## src/rtl/m_execute_shifter_if.sv

```systemverilog
// Execute-stage shifter bus: operation in (control + operand) and result out.
// The master side is the producer/consumer around the shifter; the slave side is the shifter.
interface m_execute_shifter_if #(
  parameter int WIDTH = 32
);
  logic             flush;
  logic             in_valid;
  logic             in_ready;
  logic [7:0]       shift;      // {op[2:0], amount[4:0]}
  logic [WIDTH-1:0] data;
  logic             out_valid;
  logic             out_ready;
  logic [WIDTH-1:0] result;
  logic             carry;
  logic             illegal;

  modport master (
    output flush, in_valid, shift, data, out_ready,
    input  in_ready, out_valid, result, carry, illegal
  );

  modport slave (
    input  flush, in_valid, shift, data, out_ready,
    output in_ready, out_valid, result, carry, illegal
  );
endinterface

```

## src/rtl/m_execute_shifter.sv

```systemverilog
// Two-stage execute barrel shifter.
// Stage 1 shifts by the coarse amount (0/8/16/24).
// Stage 2 shifts by the fine amount (0..7) and resolves the carry-out.
// Only WIDTH=32 is meaningful because the amount field is 5 bits.
module m_execute_shifter #(
  parameter int WIDTH = 32
) (
  input  logic                 clk,
  input  logic                 rst_n,
  m_execute_shifter_if.slave   bus
);

  localparam logic [2:0] OP_SHL = 3'd0;
  localparam logic [2:0] OP_SHR = 3'd1;
  localparam logic [2:0] OP_ASR = 3'd2;
  localparam logic [2:0] OP_ROL = 3'd3;
  localparam logic [2:0] OP_ROR = 3'd4;

  function automatic logic [WIDTH-1:0] rotl(input logic [WIDTH-1:0] x, input logic [4:0] s);
    return (x << s) | (x >> (6'd32 - {1'b0, s}));
  endfunction

  function automatic logic [WIDTH-1:0] rotr(input logic [WIDTH-1:0] x, input logic [4:0] s);
    return (x >> s) | (x << (6'd32 - {1'b0, s}));
  endfunction

  // Pipeline state
  logic             s1_valid_q;
  logic [2:0]       s1_op_q;
  logic [2:0]       s1_fine_q;
  logic [4:0]       s1_amt_q;
  logic [WIDTH-1:0] s1_data_q;
  logic             s1_sign_q;
  logic             s1_cand_q;

  logic             out_valid_q;
  logic [WIDTH-1:0] result_q;
  logic             carry_q;
  logic             illegal_q;

  // Handshake
  logic adv1, adv2, in_ready, in_fire;
  assign adv2     = !out_valid_q || bus.out_ready;
  assign adv1     = !s1_valid_q || adv2;
  assign in_ready = adv1 && !bus.flush && rst_n;
  assign in_fire  = bus.in_valid && in_ready;

  assign bus.in_ready  = in_ready;
  assign bus.out_valid = out_valid_q;
  assign bus.result    = result_q;
  assign bus.carry     = carry_q;
  assign bus.illegal   = illegal_q;

  // Stage 1 datapath
  logic [2:0]       op_in;
  logic [4:0]       amt_in;
  logic [4:0]       c_sh;
  logic [WIDTH-1:0] coarse_d;
  logic             cand_d;

  assign op_in  = bus.shift[7:5];
  assign amt_in = bus.shift[4:0];
  assign c_sh   = {amt_in[4:3], 3'b000};

  // Coarse shift; cand_d is the last bit pushed out by this stage, used as
  // the carry when the fine amount turns out to be zero.
  always_comb begin
    coarse_d = bus.data;
    cand_d   = 1'b0;
    case (op_in)
      OP_SHL: begin
        coarse_d = bus.data << c_sh;
        if (c_sh != 5'd0) cand_d = bus.data[5'd0 - c_sh];
      end
      OP_SHR: begin
        coarse_d = bus.data >> c_sh;
        if (c_sh != 5'd0) cand_d = bus.data[c_sh - 5'd1];
      end
      OP_ASR: begin
        coarse_d = $signed(bus.data) >>> c_sh;
        if (c_sh != 5'd0) cand_d = bus.data[c_sh - 5'd1];
      end
      OP_ROL:  coarse_d = rotl(bus.data, c_sh);
      OP_ROR:  coarse_d = rotr(bus.data, c_sh);
      default: coarse_d = bus.data;
    endcase
  end

  // Stage 1 payload: only loaded on an accepted input, otherwise held.
  always_ff @(posedge clk) begin
    if (in_fire) begin
      s1_op_q   <= op_in;
      s1_fine_q <= amt_in[2:0];
      s1_amt_q  <= amt_in;
      s1_data_q <= coarse_d;
      s1_sign_q <= bus.data[WIDTH-1];
      s1_cand_q <= cand_d;
    end
  end

  // Stage 2 datapath
  logic [4:0]       f_sh;
  logic [WIDTH-1:0] result_d;
  logic             carry_d;
  logic             illegal_d;

  assign f_sh = {2'b00, s1_fine_q};

  // Fine shift and final carry selection.
  always_comb begin
    result_d  = s1_data_q;
    carry_d   = s1_cand_q;
    illegal_d = 1'b0;
    case (s1_op_q)
      OP_SHL: begin
        result_d = s1_data_q << f_sh;
        if (f_sh != 5'd0) carry_d = s1_data_q[5'd0 - f_sh];
      end
      OP_SHR: begin
        result_d = s1_data_q >> f_sh;
        if (f_sh != 5'd0) carry_d = s1_data_q[f_sh - 5'd1];
      end
      OP_ASR: begin
        result_d = (s1_data_q >> f_sh) | (s1_sign_q ? ~({WIDTH{1'b1}} >> f_sh) : '0);
        if (f_sh != 5'd0) carry_d = s1_data_q[f_sh - 5'd1];
      end
      OP_ROL: begin
        result_d = rotl(s1_data_q, f_sh);
        carry_d  = result_d[0];
      end
      OP_ROR: begin
        result_d = rotr(s1_data_q, f_sh);
        carry_d  = result_d[WIDTH-1];
      end
      default: begin
        result_d  = s1_data_q;
        carry_d   = 1'b0;
        illegal_d = 1'b1;
      end
    endcase
    // A zero-distance shift never produces a carry, including rotates.
    if (s1_amt_q == 5'd0) carry_d = 1'b0;
  end

  // Valid bits and output register; reset beats flush, flush beats everything else.
  always_ff @(posedge clk) begin
    if (!rst_n) begin
      s1_valid_q  <= 1'b0;
      out_valid_q <= 1'b0;
      result_q    <= '0;
      carry_q     <= 1'b0;
      illegal_q   <= 1'b0;
    end else if (bus.flush) begin
      s1_valid_q  <= 1'b0;
      out_valid_q <= 1'b0;
    end else begin
      if (adv1) s1_valid_q <= in_fire;
      if (adv2) out_valid_q <= s1_valid_q;
      if (s1_valid_q && adv2) begin
        result_q  <= result_d;
        carry_q   <= carry_d;
        illegal_q <= illegal_d;
      end
    end
  end

endmodule

```

## src/flat_wrapper.sv

```systemverilog
// flat-port wrapper written by rule: the top's interface ports become plain ports
module m_execute_shifter_flat 
#(
  parameter int WIDTH = 32
)
  (clk, rst_n, bus_flush, bus_in_valid, bus_shift, bus_data, bus_out_ready, bus_in_ready, bus_out_valid, bus_result, bus_carry, bus_illegal);
  m_execute_shifter_if #(.WIDTH(WIDTH)) bus_i ();
  input  logic clk;
  input  logic rst_n;
  input wire logic [$bits(bus_i.flush)-1:0] bus_flush;
  input wire logic [$bits(bus_i.in_valid)-1:0] bus_in_valid;
  input wire logic [$bits(bus_i.shift)-1:0] bus_shift;
  input wire logic [$bits(bus_i.data)-1:0] bus_data;
  input wire logic [$bits(bus_i.out_ready)-1:0] bus_out_ready;
  output wire logic [$bits(bus_i.in_ready)-1:0] bus_in_ready;
  output wire logic [$bits(bus_i.out_valid)-1:0] bus_out_valid;
  output wire logic [$bits(bus_i.result)-1:0] bus_result;
  output wire logic [$bits(bus_i.carry)-1:0] bus_carry;
  output wire logic [$bits(bus_i.illegal)-1:0] bus_illegal;
  assign bus_i.flush = bus_flush;
  assign bus_i.in_valid = bus_in_valid;
  assign bus_i.shift = bus_shift;
  assign bus_i.data = bus_data;
  assign bus_i.out_ready = bus_out_ready;
  assign bus_in_ready = bus_i.in_ready;
  assign bus_out_valid = bus_i.out_valid;
  assign bus_result = bus_i.result;
  assign bus_carry = bus_i.carry;
  assign bus_illegal = bus_i.illegal;
  m_execute_shifter #(.WIDTH(WIDTH)) u_core (.clk(clk), .rst_n(rst_n), .bus(bus_i));
endmodule
```

## config.mk

```make
export PLATFORM = sky130hd
export DESIGN_NAME = m_execute_shifter_flat
export DESIGN_NICKNAME = d
export VERILOG_FILES = /design/src/rtl/m_execute_shifter_if.sv /design/src/rtl/m_execute_shifter.sv /design/src/flat_wrapper.sv
export SDC_FILE = /design/constraint.sdc
export NUM_CORES = 1
export LEC_CHECK = 0
export ABC_CLOCK_PERIOD_IN_PS = 3100
export CAP_MARGIN = 20
export CORE_ASPECT_RATIO = 0.8
export CORE_MARGIN = 4
export CORE_UTILIZATION = 35
export DETAILED_ROUTE_END_ITERATION = 10
export PLACE_DENSITY_LB_ADDON = 0.3
export SYNTH_ARGS = -nofsm -noshare
export SYNTH_HDL_FRONTEND = slang
export SYNTH_SLANG_ARGS = --single-unit
```

## constraint.sdc

```tcl
create_clock -name clk -period 3.1 [get_ports clk]
set_input_delay 0.93 -clock clk [delete_from_list [all_inputs] [get_ports clk]]
set_output_delay 0.93 -clock clk [all_outputs]
set_load 0.02 [all_outputs]
```

## After elaboration in Yosys (flattened, before gate mapping)

Cells that the tools add are included.

- RAM bits: 0
- Word-level logic and storage cells: 85
- Bits in latches: 0
- Bits in read-only memories: 0
- Input port bits: 45
- Memories kept: 0
- Register bits: 81

- Reductions and logical operators: 19
- Divide/modulo/power cells: 0
- Muxes and demuxes: 19
- Eq/ne operators: 8
- Bitwise gates (word level): 8
- Shift-type cells: 10
- Add/sub/neg operators: 6
- Multiply operators: 0
- $lt $le $gt $ge: 4

Operators with widths:

| kind | number |
|---|---|
| $pmux 32 s5 | 2 |
| $or 32x32->32 | 5 |
| $shl 32x6->32 | 2 |
| $shr 32x6->32 | 2 |
| $mux 32 | 1 |
| $not 32->32 | 1 |
| $shl 32x3->32 | 1 |
| $shl 32x5->32 | 1 |
| $shr 32x3->32 | 1 |
| $shr 32x3->32 const A | 1 |
| $shr 32x5->32 | 1 |
| $sshr 32x5->32 | 1 |
| $lt 5x6->1 const B | 4 |
| $bmux 1 s5 | 4 |
| $eq 3x2->1 const B | 4 |
| $mux 1 | 10 |
| $reduce_bool 5->1 | 2 |
| $eq 3x1->1 const B | 2 |
| $eq 3x3->1 const B | 2 |
| $logic_not 3->1 | 2 |
| $reduce_or 2->1 | 3 |
| $sub 6x3->6 const A | 1 |
| $sub 6x5->6 const A | 1 |
| $logic_not 5->1 | 1 |
| other kinds (12) | 19 |

## Depth between registers and ports, before layout

- Depth after elaboration: 6
- Gate-level depth with buffers: 16
- Mapped depth without buffers: 10

## Worst setup path after synthesis

No wires, ideal clock.

- Path kind: input port to flip-flop
- Start point: in bus_shift[3]
- End point: reg u_core.s1_data_q[27], data pin
- Stages on the path: 12
- Data required time: 2.959 ns
- Setup time: 0.141 ns
- Slack: -0.189 ns
- Arrival time: 3.148 ns
- Buffers on the path: 4
- Path through: buf_2 -> inv_1 -> clkbuf_1 -> ha_1 -> buf_2 -> or4b_4 -> o32ai_4 -> and2_1 -> buf_4 -> a221o_1 -> a21oi_1 -> a21oi_2

- Longest elaborated chain between the ends: 4
- Elaborated cells on any way between the ends: 9
- Those cells by class: 1 x add/sub; 5 x shift; 1 x mux; 2 x bitwise

RTL lines:

| element | RTL line | text |
|---|---|---|
| from (decl) | flat_wrapper.sv:12 | `input wire logic [$bits(bus_i.shift)-1:0] bus_shift;` |
| $sub 6x5->6 | m_execute_shifter.sv:20, m_execute_shifter.sv:24 |  |
| $shl 32x6->32 / $shr 32x6->32 (equally long branches) | m_execute_shifter.sv:24, m_execute_shifter.sv:20 |  |
| $or 32x32->32 (on tied branches) | m_execute_shifter.sv:24, m_execute_shifter.sv:20 |  |
| $pmux 32 s5 * | m_execute_shifter.sv:70 | `case (op_in)` |
| named net u_core.coarse_d[27] | m_execute_shifter.sv:58 | `logic [WIDTH-1:0] coarse_d;` |
| to (signal assigned) | m_execute_shifter.sv:95 | `s1_data_q <= coarse_d;` |
| to (decl) | m_execute_shifter.sv:32 | `logic [WIDTH-1:0] s1_data_q;` |

Mark *: on every way through the listed nets, which the timed path passes. The rest lies on a longest branch.
A chain may end at the register's enable or synchronous reset.

## Final worst setup path

- Start point: reg u_core.s1_fine_q[0]
- End point: reg u_core.result_q[13] (netlist: u_core.bus.result[13])

- Longest elaborated chain between the ends: 5
- Elaborated cells on any way between the ends: 12
- Those cells by class: 1 x add/sub; 5 x shift; 2 x mux; 4 x bitwise

RTL lines:

| element | RTL line | text |
|---|---|---|
| from (decl) | m_execute_shifter.sv:30 | `logic [2:0] s1_fine_q;` |
| from (signal assigned) | m_execute_shifter.sv:93 | `s1_fine_q <= amt_in[2:0];` |
| parallel branches: the longest is 4 deep, another holds $sub 6x3->6 | - |  |
| $pmux 32 s5 * | m_execute_shifter.sv:114 | `case (s1_op_q)` |
| to (signal assigned) | m_execute_shifter.sv:160 | `result_q <= result_d;` |
| to (decl) | m_execute_shifter.sv:37 | `logic [WIDTH-1:0] result_q;` |

Mark *: on every way between the ends.

==> run_results.csv <==
group,metric,value,unit
timing,worstMarginPinSlew,843,ps
flow_run,max-cap-violations,0,
pwr,power.density,344,mW/mm2
yosys,synthFlopType,"edfxtp_1",
timing,rsz0062_at_grt,"no",
floorplan,pin_count,81,
hold_path,whs_endpoint,"u_core.bus.result[29]$_SDFFE_PN0P_",
setup_path,reg2reg_depth,8,
route,drc_errors,0,
route,vias,11200,
route,wl,47.9,mm
placed_design,place_congestion,1.04,
timing,setup_ws,115,ps
clocking,cts-root-buf,"clkbuf_16",
hold_path,hold_path.class,"reg -> reg",
setup_path,r2r_start,"u_core.s1_fine_q[0]$_DFFE_PP_",
yosys,synth_edf_count,42,
setup_path,critical_path_class,"reg -> reg",
clocking,clk_latency,350,ps
clocking,htree_levels,3,
clocking,cts_sinks,78,
global_routing,grt_pass1_wl,71.1,mm
route,initialDrtViolationCount,1659,
yosys,synthCells,1156,
layout,final_area,0.0126,mm2
placed_design,dp_hpwl,36.2,mm
timing,report.final.slew_viol_count,0,
pwr,p_sw_share,36.8,%
timing,clock.fmax,335,MHz
layout,nNetsFinal,1320,
timing,slew_headroom,43.8,%
yosys,ys_seq_elements,78,
setup_path,rr_endpoint,"u_core.bus.result[13]$_SDFFE_PN0P_",
hold_path,hold_depth,2,
global_routing,grt_util_met2,40.7,%
placed_design,placed_area,0.0122,mm2
route,drt-pass1-iter-count,8,
pwr,p_switching,1.59,mW
setup_path,cp.arrival,3220,ps
pwr,cellLeakagePower,4.71,nW
yosys,async_flop_share,0,%
clocking,cts_buffers,9,
yosys,yosys.cell_types.count,92,
floorplan,rows,55,
hold_path,min-delay-start,"u_core.bus.result[29]$_SDFFE_PN0P_",
timing,fin_hold_ws,447,ps
setup_path,end_kind,"register",
floorplan,initial_core_util,36.0,%
clocking,cts_tree,"built",
global_routing,grt_overflow_total,0,
global_routing,grtUsageTotal,29.0,%
global_routing,gr-usage-met3,6.38,%
pwr,peakVddDrop,0.212,mV
setup_path,worst-path-max-fanout,8,
yosys,yosysWarnings,0,
placed_design,dpl_worst_slack,-267,ps
clocking,path_clk_slew,70,ps
global_routing,grt_use_met1,44.7,%
pwr,power_frac_clock,28.9,%
floorplan,die_h,161,um
timing,setup_viol,0,
timing,fin_crit_sh,96.3,%
pwr,p_comb_share,42.0,%
clocking,cts_hold_buf,0,
route,ant_nets,0,
route,post_drt_wl_per_cell,29.1,um
layout,drive_above_1_share,25.4,%
timing,fin_crit,2990,ps
pwr,p_int,2.73,mW
setup_path,start_kind,"register",
layout,syn2layout_area_growth,21.9,%
floorplan,die_w,200,um
placed_design,port_buffers,80,
yosys,yosysSeqAreaShare,19.2,%
global_routing,grt_max_degree,87,
yosys,syn_avg_cell_area,8.92,um2
floorplan,core_region_area,0.0286,mm2
timing,hold_viol_final,0,
pwr,p_seq_share,29.2,%
status,status,"complete, no violations",
setup_path,critPathRequiredTime,3330,ps
setup_path,r2r_slack,110,ps
timing,fin_skew,10.0,ps
global_routing,antenna_found_initial,0,
clocking,clock_path_buffers,2,
timing,totalNegativeSetupSlack,0,ps
yosys,synth_area,0.0103,mm2
global_routing,top_usage_layer,"met1",
route,vias_per_cell,6.81,
clocking,post_cts_buffers,0,
global_routing,grt_pass1_vias,10600,
floorplan,dieArea,0.0323,mm2
yosys,syn_nets,1206,
## cells in the mapped netlist, drive strengths merged (17+ instances only)
library cell,count,area (um2)
nor2,133,507
mux2i,122,1220
nand2,89,334
mux4,76,1730
buf,73,529
a21oi,70,354
clkbuf,65,244
o21ai,52,268
edfxtp,42,1260
dfxtp,36,721
mux2,32,360
nor3,24,125
a211oi,23,188
o22ai,19,119
inv,18,67.6
nand3,18,90.1
o221ai,17,149
## critical path, stage by stage (launching register included)
cell and delay (ps):
edfxtp_1 400, inv_1 80, ha_2 240, ha_2 500, mux4_2 350, a22oi_1 400
o21ai_0 310, nor4_2 460, o31ai_1 120
## layer usage
| metal | wire [um] | vias to the layer above | part of all wire, % |
|---|---|---|---|
| li1 | - | 4742 | - |
| met1 | 20900 | 5536 | 44 |
| met2 | 19800 | 808 | 41 |
| met3 | 5840 | 111 | 12 |
| met4 | 1350 | 0 | 2.8 |
| met5 | 0 | - | 0 |
## cell type report
type                            instances  area [um2]
Multi-Input combinational cell        920        7550
Sequential cell                        78        1980
Antenna cell                            1        2.50
Tap cell                              370         463
Clock inverter                          5        98.8
Inverter                               20        75.1
Fill cell                            2855       16100
Timing Repair Buffer                  241        2160
Clock buffer                           10         229
## what timing repair did
item / 4_1_cts / 5_1_grt
pin swaps: 0 / 1
endpoints found under the hold margin: 0 / 0
gates cloned: 0 / 0
setup endpoints to repair: 1 / 23
gates resized for setup: 1 / 14
## per-stage QoR
| step | instances | util [%] | total power, mW |
|---|---|---|---|
| floorplan | 1156 | - | 2.31 |
| global placement | 1629 | 42.5 | 3.01 |
| global route | 1644 | 43.9 | 4.46 |
| finish | 1645 | 43.9 | 4.32 |
| CTS | 1644 | 43.6 | 4.25 |
| detailed placement | 1629 | 42.5 | 3.01 |
## registers in the layout, summed over array words and instances (netlist names)
signal	count
u_core.s1_op_q	3
u_core.bus.carry	1
u_core.s1_cand_q	1
u_core.bus.illegal	1
u_core.s1_data_q	32
u_core.s1_fine_q	2
u_core.bus.out_valid	1
u_core.s1_amt_q	3
u_core.s1_valid_q	1
u_core.s1_sign_q	1
u_core.bus.result	32
## placed cells by master (no fill, tap or decap), types with 23 or more instances in the layout
cell type | Yosys | routed
buf_4 | 12 | 148
nor2_1 | 132 | 132
mux2i_1 | 122 | 121
nand2_1 | 89 | 88
clkdlybuf4s50_1 | 0 | 78
mux4_2 | 71 | 71
a21oi_1 | 69 | 67
o21ai_0 | 43 | 42
edfxtp_1 | 42 | 42
dfxtp_1 | 36 | 36
mux2_2 | 32 | 32
nor3_1 | 23 | 23
## cells by family after synthesis
family / synth area share [%]
DFF: 19.2
buffers and inverters: 8.23
AOI/OAI and AO/OA: 23.2
muxes: 32.1
xor gates and xnor gates: 0.668
and+or+nand+nor: 15.9
adders and majority gates: 0.607
## worst max-delay path by stage
stage / from / endpoint / slack [ps] / cells past startpoint
after floorplan: bus_shift[3] / u_core.s1_data_q[27]$_DFFE_PP_ / -60 / 12
after global placement: bus_shift[4] / u_core.s1_cand_q$_SDFFCE_PN0P_ / -280 / 9
after detailed placement: bus_shift[4] / u_core.s1_data_q[26]$_DFFE_PP_ / -270 / 9
after CTS: u_core.s1_fine_q[0]$_DFFE_PP_ / u_core.bus.result[13]$_SDFFE_PN0P_ / 10 / 8
after global routing: bus_shift[4] / u_core.s1_data_q[6]$_DFFE_PP_ / 20 / 9
final: u_core.s1_fine_q[0]$_DFFE_PP_ / u_core.bus.result[13]$_SDFFE_PN0P_ / 110 / 8
## power groups by stage
stage          Clock [mW]  Sequential [mW]  Combinational, mW
6_report             1.25             1.26               1.81
5_1_grt              1.30             1.26               1.90
4_1_cts              1.26             1.25               1.74
3_5_place_dp            0             1.28               1.73
3_3_place_gp            0             1.28               1.73
2_1_floorplan           0             1.21               1.09
Power figures use the tool's default switching activity.
